`config.mk`:
```
export PLATFORM = sky130hd
export DESIGN_NAME = cpu_ctrl_seq
export DESIGN_NICKNAME = d
export VERILOG_FILES = /design/src/rtl/cpu_pkg.sv /design/src/rtl/regfile4x8.sv /design/src/rtl/cpu_ctrl_seq.sv
export SDC_FILE = /design/constraint.sdc
export NUM_CORES = 1
export LEC_CHECK = 0
export BUFFER_PORTS_ARGS = -buffer_cell sky130_fd_sc_hd__buf_2
export CAP_MARGIN = 0
export CORE_ASPECT_RATIO = 0.6
export CORE_UTILIZATION = 55
export CTS_CLUSTER_DIAMETER = 120
export DETAILED_ROUTE_END_ITERATION = 10
export GPL_TIMING_DRIVEN = 0
export PLACE_DENSITY = 0.91
export RECOVER_POWER = 100
export SLEW_MARGIN = 20
export SYNTH_ARGS = -nofsm -noshare
export SYNTH_HDL_FRONTEND = slang
export SYNTH_SLANG_ARGS = --single-unit
```
`constraint.sdc`:
```
create_clock -name clk -period 2.4 [get_ports clk]
set_input_delay 0.24 -clock clk [delete_from_list [all_inputs] [get_ports clk]]
set_output_delay 0.24 -clock clk [all_outputs]
set_load 0.05 [all_outputs]
```
`src/rtl/cpu_pkg.sv`:
```
// Shared definitions for the 8-bit CPU control path.
// Holds the instruction opcodes, the ALU op encodings (shared with the ALU),
// the sequencer state type and the instruction field bit positions.
package cpu_pkg;

  // Instruction opcodes, IR[7:5]
  localparam logic [2:0] OP_ADD  = 3'b000;
  localparam logic [2:0] OP_SUB  = 3'b001;
  localparam logic [2:0] OP_AND  = 3'b010;
  localparam logic [2:0] OP_OR   = 3'b011;
  localparam logic [2:0] OP_LDI  = 3'b100;
  localparam logic [2:0] OP_BEQZ = 3'b101;
  localparam logic [2:0] OP_JMP  = 3'b110;
  localparam logic [2:0] OP_HALT = 3'b111;

  // ALU op encodings driven on alu_op
  localparam logic [2:0] ALU_ADD = 3'b000;
  localparam logic [2:0] ALU_SUB = 3'b001;
  localparam logic [2:0] ALU_AND = 3'b010;
  localparam logic [2:0] ALU_OR  = 3'b011;

  // Instruction field bit positions; bit 4 carries no meaning
  localparam int unsigned IR_OPC_MSB = 7;
  localparam int unsigned IR_OPC_LSB = 5;
  localparam int unsigned IR_RD_MSB  = 3;
  localparam int unsigned IR_RD_LSB  = 2;
  localparam int unsigned IR_RS_MSB  = 1;
  localparam int unsigned IR_RS_LSB  = 0;

  typedef enum logic [2:0] {
    ST_FETCH,
    ST_DECODE,
    ST_EXEC,
    ST_WB,
    ST_FETCH_IMM,
    ST_HALT
  } state_t;

  // Decoded instruction register; the ignored bit is not stored
  typedef struct packed {
    logic [2:0] opc;
    logic [1:0] rd;
    logic [1:0] rs;
  } instr_t;

  function automatic logic is_alu_op(input logic [2:0] opc);
    return opc inside {OP_ADD, OP_SUB, OP_AND, OP_OR};
  endfunction

endpackage

```
`src/rtl/regfile4x8.sv`:
```
// 4 x 8-bit register file.
// Ports: clk/rst (sync active-high reset clears all registers),
//        i_we/i_waddr/i_wdata  synchronous write port,
//        i_raddr_a/o_rdata_a, i_raddr_b/o_rdata_b  combinational read ports,
//        i_dbg_sel/o_dbg_data  combinational debug read port.
module regfile4x8 #(
  parameter int unsigned NUM_REGS = 4
) (
  input  logic       clk,
  input  logic       rst,
  input  logic       i_we,
  input  logic [1:0] i_waddr,
  input  logic [7:0] i_wdata,
  input  logic [1:0] i_raddr_a,
  output logic [7:0] o_rdata_a,
  input  logic [1:0] i_raddr_b,
  output logic [7:0] o_rdata_b,
  input  logic [1:0] i_dbg_sel,
  output logic [7:0] o_dbg_data
);

  logic [7:0] r_regs [NUM_REGS];

  always_ff @(posedge clk) begin
    if (rst) begin
      for (int unsigned i = 0; i < NUM_REGS; i++) begin
        r_regs[i] <= '0;
      end
    end else if (i_we) begin
      r_regs[i_waddr] <= i_wdata;
    end
  end

  assign o_rdata_a  = r_regs[i_raddr_a];
  assign o_rdata_b  = r_regs[i_raddr_b];
  assign o_dbg_data = r_regs[i_dbg_sel];

endmodule

```
`src/rtl/cpu_ctrl_seq.sv`:
```
// Multicycle control sequencer for the 8-bit CPU.
// Fetches instructions over a req/ready handshake, decodes them, drives the
// ALU operands/op and writes the ALU result and zero flag back. Handles LDI,
// JMP, BEQZ and HALT.
// Ports: clk, rst (sync, active-high)
//        mem_addr/mem_req/mem_rdata/mem_ready  instruction fetch handshake
//        alu_a/alu_b/alu_op -> ALU, alu_result/alu_zero <- ALU
//        halted  core stopped in HALT
//        dbg_sel/dbg_data  combinational register observation
module cpu_ctrl_seq
  import cpu_pkg::*;
#(
  parameter logic [7:0]  RESET_PC = 8'h00,
  parameter int unsigned NUM_REGS = 4
) (
  input  logic       clk,
  input  logic       rst,
  output logic [7:0] mem_addr,
  output logic       mem_req,
  input  logic [7:0] mem_rdata,
  input  logic       mem_ready,
  output logic [7:0] alu_a,
  output logic [7:0] alu_b,
  output logic [2:0] alu_op,
  input  logic [7:0] alu_result,
  input  logic       alu_zero,
  output logic       halted,
  input  logic [1:0] dbg_sel,
  output logic [7:0] dbg_data
);

  state_t     r_state, w_state_nxt;
  logic [7:0] r_pc, w_pc_nxt;
  instr_t     r_ir, w_ir_nxt;
  logic       r_z, w_z_nxt;
  logic       w_we;
  logic [7:0] w_wdata;
  logic       w_req;
  logic [2:0] w_alu_op;
  logic       w_halted;

  regfile4x8 #(.NUM_REGS(NUM_REGS)) u_regfile (
    .clk        (clk),
    .rst        (rst),
    .i_we       (w_we),
    .i_waddr    (r_ir.rd),
    .i_wdata    (w_wdata),
    .i_raddr_a  (r_ir.rd),
    .o_rdata_a  (alu_a),
    .i_raddr_b  (r_ir.rs),
    .o_rdata_b  (alu_b),
    .i_dbg_sel  (dbg_sel),
    .o_dbg_data (dbg_data)
  );

  always_ff @(posedge clk) begin
    if (rst) begin
      r_state <= ST_FETCH;
      r_pc    <= RESET_PC;
      r_ir    <= '0;
      r_z     <= 1'b0;
    end else begin
      r_state <= w_state_nxt;
      r_pc    <= w_pc_nxt;
      r_ir    <= w_ir_nxt;
      r_z     <= w_z_nxt;
    end
  end

  always_comb begin
    w_state_nxt = r_state;
    w_pc_nxt    = r_pc;
    w_ir_nxt    = r_ir;
    w_z_nxt     = r_z;
    w_we        = 1'b0;
    w_wdata     = '0;
    w_req       = 1'b0;
    w_alu_op    = ALU_ADD;
    w_halted    = 1'b0;
    unique case (r_state)
      ST_FETCH: begin
        w_req = 1'b1;
        if (mem_ready) begin
          w_ir_nxt.opc = mem_rdata[IR_OPC_MSB:IR_OPC_LSB];
          w_ir_nxt.rd  = mem_rdata[IR_RD_MSB:IR_RD_LSB];
          w_ir_nxt.rs  = mem_rdata[IR_RS_MSB:IR_RS_LSB];
          w_pc_nxt     = r_pc + 8'd1;
          w_state_nxt  = ST_DECODE;
        end
      end
      ST_DECODE: begin
        if (is_alu_op(r_ir.opc)) begin
          w_state_nxt = ST_EXEC;
        end else begin
          unique case (r_ir.opc)
            OP_LDI, OP_JMP: w_state_nxt = ST_FETCH_IMM;
            OP_BEQZ: begin
              if (r_z) begin
                w_state_nxt = ST_FETCH_IMM;
              end else begin
                // Not taken: step over the target byte without fetching it
                w_pc_nxt    = r_pc + 8'd1;
                w_state_nxt = ST_FETCH;
              end
            end
            default: w_state_nxt = ST_HALT;
          endcase
        end
      end
      ST_EXEC: begin
        w_alu_op    = r_ir.opc;
        w_state_nxt = ST_WB;
      end
      ST_WB: begin
        // Operands come straight from the regfile, so they stay stable until
        // this write lands at the end of the cycle.
        w_alu_op    = r_ir.opc;
        w_we        = 1'b1;
        w_wdata     = alu_result;
        w_z_nxt     = alu_zero;
        w_state_nxt = ST_FETCH;
      end
      ST_FETCH_IMM: begin
        w_req = 1'b1;
        if (mem_ready) begin
          if (r_ir.opc == OP_LDI) begin
            w_we     = 1'b1;
            w_wdata  = mem_rdata;
            w_pc_nxt = r_pc + 8'd1;
          end else begin
            w_pc_nxt = mem_rdata;
          end
          w_state_nxt = ST_FETCH;
        end
      end
      ST_HALT: begin
        w_halted = 1'b1;
      end
      default: w_state_nxt = ST_FETCH;
    endcase
  end

  assign mem_addr = r_pc;
  assign mem_req  = w_req & ~rst;
  assign alu_op   = w_alu_op;
  assign halted   = w_halted;

endmodule

```
==> flow_summary.yaml <==
critical_path:
  r2r-start: "r_state[0]"
  cp_max_fo: 10
  critical_path_class: "flip-flop to flip-flop"
  cp-end-kind: "flip-flop"
  worstPathRequired_ns: 2.36
  worstPathArrival_ns: 2.19
  reg2reg_depth: 6
  reg2reg_slack_ns: 0.17
  startpoint_type: "flip-flop"
  r2r_end: "u_regfile.r_regs[1][0]"
yosys:
  yosysSeqAreaShare: 0.490
  ys_warn_count: 0
  synth_area_leaders: "edfxtp_1 (33%), mux4_2 (19%), dfxtp_1 (16%)"
  synth_top_area_frac: 0.331
  synthTopCellsByCount: "nor2_1 (47), edfxtp_1 (32), mux4_2 (24), dfxtp_1 (23), mux2i_1 (14)"
  synth-edff-count: 32
  syn-cell-area_um2: 2900
  syn-instance-count: 245
  postSynthAreaPerCell_um2: 11.8
  yosys.area.top_type: "edfxtp_1"
  postSynth.asyncResetShare: 0
  synth_nets: 268
  ys_ff_latch: 55
  synth.most_common_cell: "nor2_1"
  synthFlopType: "edfxtp_1"
  ys_types: 38
power:
  power_frac_clock: 0.244
  fin_total_pwr_mw: 2.10
  power_density_nw_per_um2: 633
  p_sw_mw: 0.699
  power_frac_seq: 0.515
  p_leak_nw: 1.16
  irDropWorstVdd_mv: 0.390
  p_int_mw: 1.40
  combinationalPowerShare: 0.241
  switching_share: 0.333
timing:
  fin_tns_setup_ns: 0
  rsz0062_at_grt: "no"
  final.min_clock_period_ns: 2.23
  finalHoldViolations: 0
  max_clock_freq_mhz: 448
  period_share: 0.929
  setup_viol: 0
  hold_slack_ns: 0.158
  maxSlewViolCount: 0
  layout_setup_ws_ns: 0.170
  maxSlewHeadroom: 0.579
  clock_skew_ns: 0.00834
  tightestPinTransition_ns: 0.631
hold_path:
  hp-class: "primary input to flip-flop"
  hold_path_startpoint: "alu_zero"
  worstHoldPathCells: 3
  holdPathEnd: "r_z"
route:
  first_pass_iters: 5
  route.detailed.drc: 0
  ant_nets: 0
  vias_per_cell: 6.26
  drtIter0Drc: 258
  vias: 2347
  totalWireLength_um: 7170
  wl_per_cell_um: 19.1
status:
  outcome: "finished, final reports clean"
global_routing:
  grt_pass1_vias: 2225
  grt_pass1_wl_um: 11400
  grt_usage: 0.281
  antenna_found_initial: 0
  grt_max_degree: 17
  globalRoute.totalOverflow: 0
placed_design:
  io_buffer_count: 56
  pre_cts_ws_ns: 0.0724
  place_area_um2: 3270
  dp.cells: 367
  place.gp.congestion: 0.866
  hpwl_um: 5280
finish:
  drive_gt1_frac: 0.223
  syn2layout_area_growth_pct: 14.3
  final_nets: 331
  final_cells: 375
  antenna_cells: 0
  final_area_um2: 3320
  finish.utilization: 0.653
clock_tree:
  cts-root-buf: "clkbuf_8"
  cts_tree: "built"
  clock_latency_ns: 0.31
  clk_pin_slew_worst_paths_ns: 0.09
  cts_made_buffers: 5
  cts_htree_levels: 2
  cts_buffer_depth: 2
  cts_num_sinks: 55
  postCtsSetupRepairBufs: 0
floorplan:
  die_h_um: 58.3
  dieWidth_um: 95.8
  dieArea_um2: 5580
  core_area_um2: 5080
  row_count: 20
  ios: 59
  initial_utilization: 0.571
flow_run:
  maxCapViolCount: 0
state kept, by name, indices dropped and copies added, names as in the netlist, named ones only:
register / count
r_ir: 7
mem_addr: 8
u_regfile.r_regs: 32
r_state: 3
r_z: 1
area by class of cell:
class | instances | area (um2)
Clock buffer | 6 | 72.6
Inverter | 12 | 45.0
Buffer | 18 | 81.3
Clock inverter | 2 | 12.5
Sequential cell | 55 | 1420
Timing Repair Buffer | 56 | 238
Tap cell | 66 | 82.6
Fill cell | 397 | 1760
Multi-Input combinational cell | 160 | 1370
placed cells by master (no fill, tap or decap), drive strengths merged, types with 5 or more instances in the layout:
master,n
clkbuf,53
nor2,47
edfxtp,32
buf,27
mux4,24
dfxtp,23
mux2i,14
inv,12
a21oi,9
a22oi,8
nor3,7
o32ai,6
nand2,5
nand3,5
logic make-up (layout without fill, tap and decap cells):
logic type / Yosys count / in the layout / synth area share
adders and majority gates: 1 / 1 / 0.00431
buffers and inverters: 30 / 94 / 0.0453
DFF: 55 / 55 / 0.490
and+or+nand+nor: 88 / 88 / 0.148
AOI/OAI and AO/OA: 33 / 33 / 0.0780
muxes: 38 / 38 / 0.234
power by group through the flow:
stage	Sequential [mW]	Combinational, mW	Clock, mW
after CTS	1.08	0.515	0.512
after global routing	1.09	0.536	0.548
final	1.08	0.505	0.512
after global placement	1.10	0.499	0
after detailed placement	1.10	0.514	0
after floorplan	1.10	0.383	0
critical path, cell delays in order, from the launching register on:
cell      delay (ns)
dfxtp_1         0.32
clkbuf_1        0.31
and3b_1         0.20
buf_2           0.25
a31o_2          0.22
nand2_1         0.12
o21ai_2         0.45
worst max path at each step:
stage               slack, ns  cells past startpoint        from                endpoint
floorplan                0.25                      4  r_state[2]              r_state[0]
global placement        -0.20                      6  r_state[1]  u_regfile.r_regs[3][1]
detailed placement       0.07                      6  r_state[1]  u_regfile.r_regs[0][3]
CTS                      0.05                      6  r_state[1]  u_regfile.r_regs[0][1]
global route             0.08                      6  r_state[0]  u_regfile.r_regs[2][0]
finish                   0.17                      6  r_state[0]  u_regfile.r_regs[1][0]
layer usage:
metal / part of all wire / global-route usage / vias up / wire length (um)
met2: 0.45 / 0.427 / 118 / 3260
met5: 0 / 0 / - / 0
met4: 0.011 / 0.0938 / 0 / 76
met3: 0.083 / 0.0538 / 10 / 593
met1: 0.45 / 0.412 / 1165 / 3240
li1: - / - / 1054 / -
what timing repair did:
item | in CTS | in global routing
gates resized for setup | 0 | 4
setup endpoints to repair | 0 | 32
hold buffers | 0 | 0
Note: power is estimated with default switching activity, not from simulation.
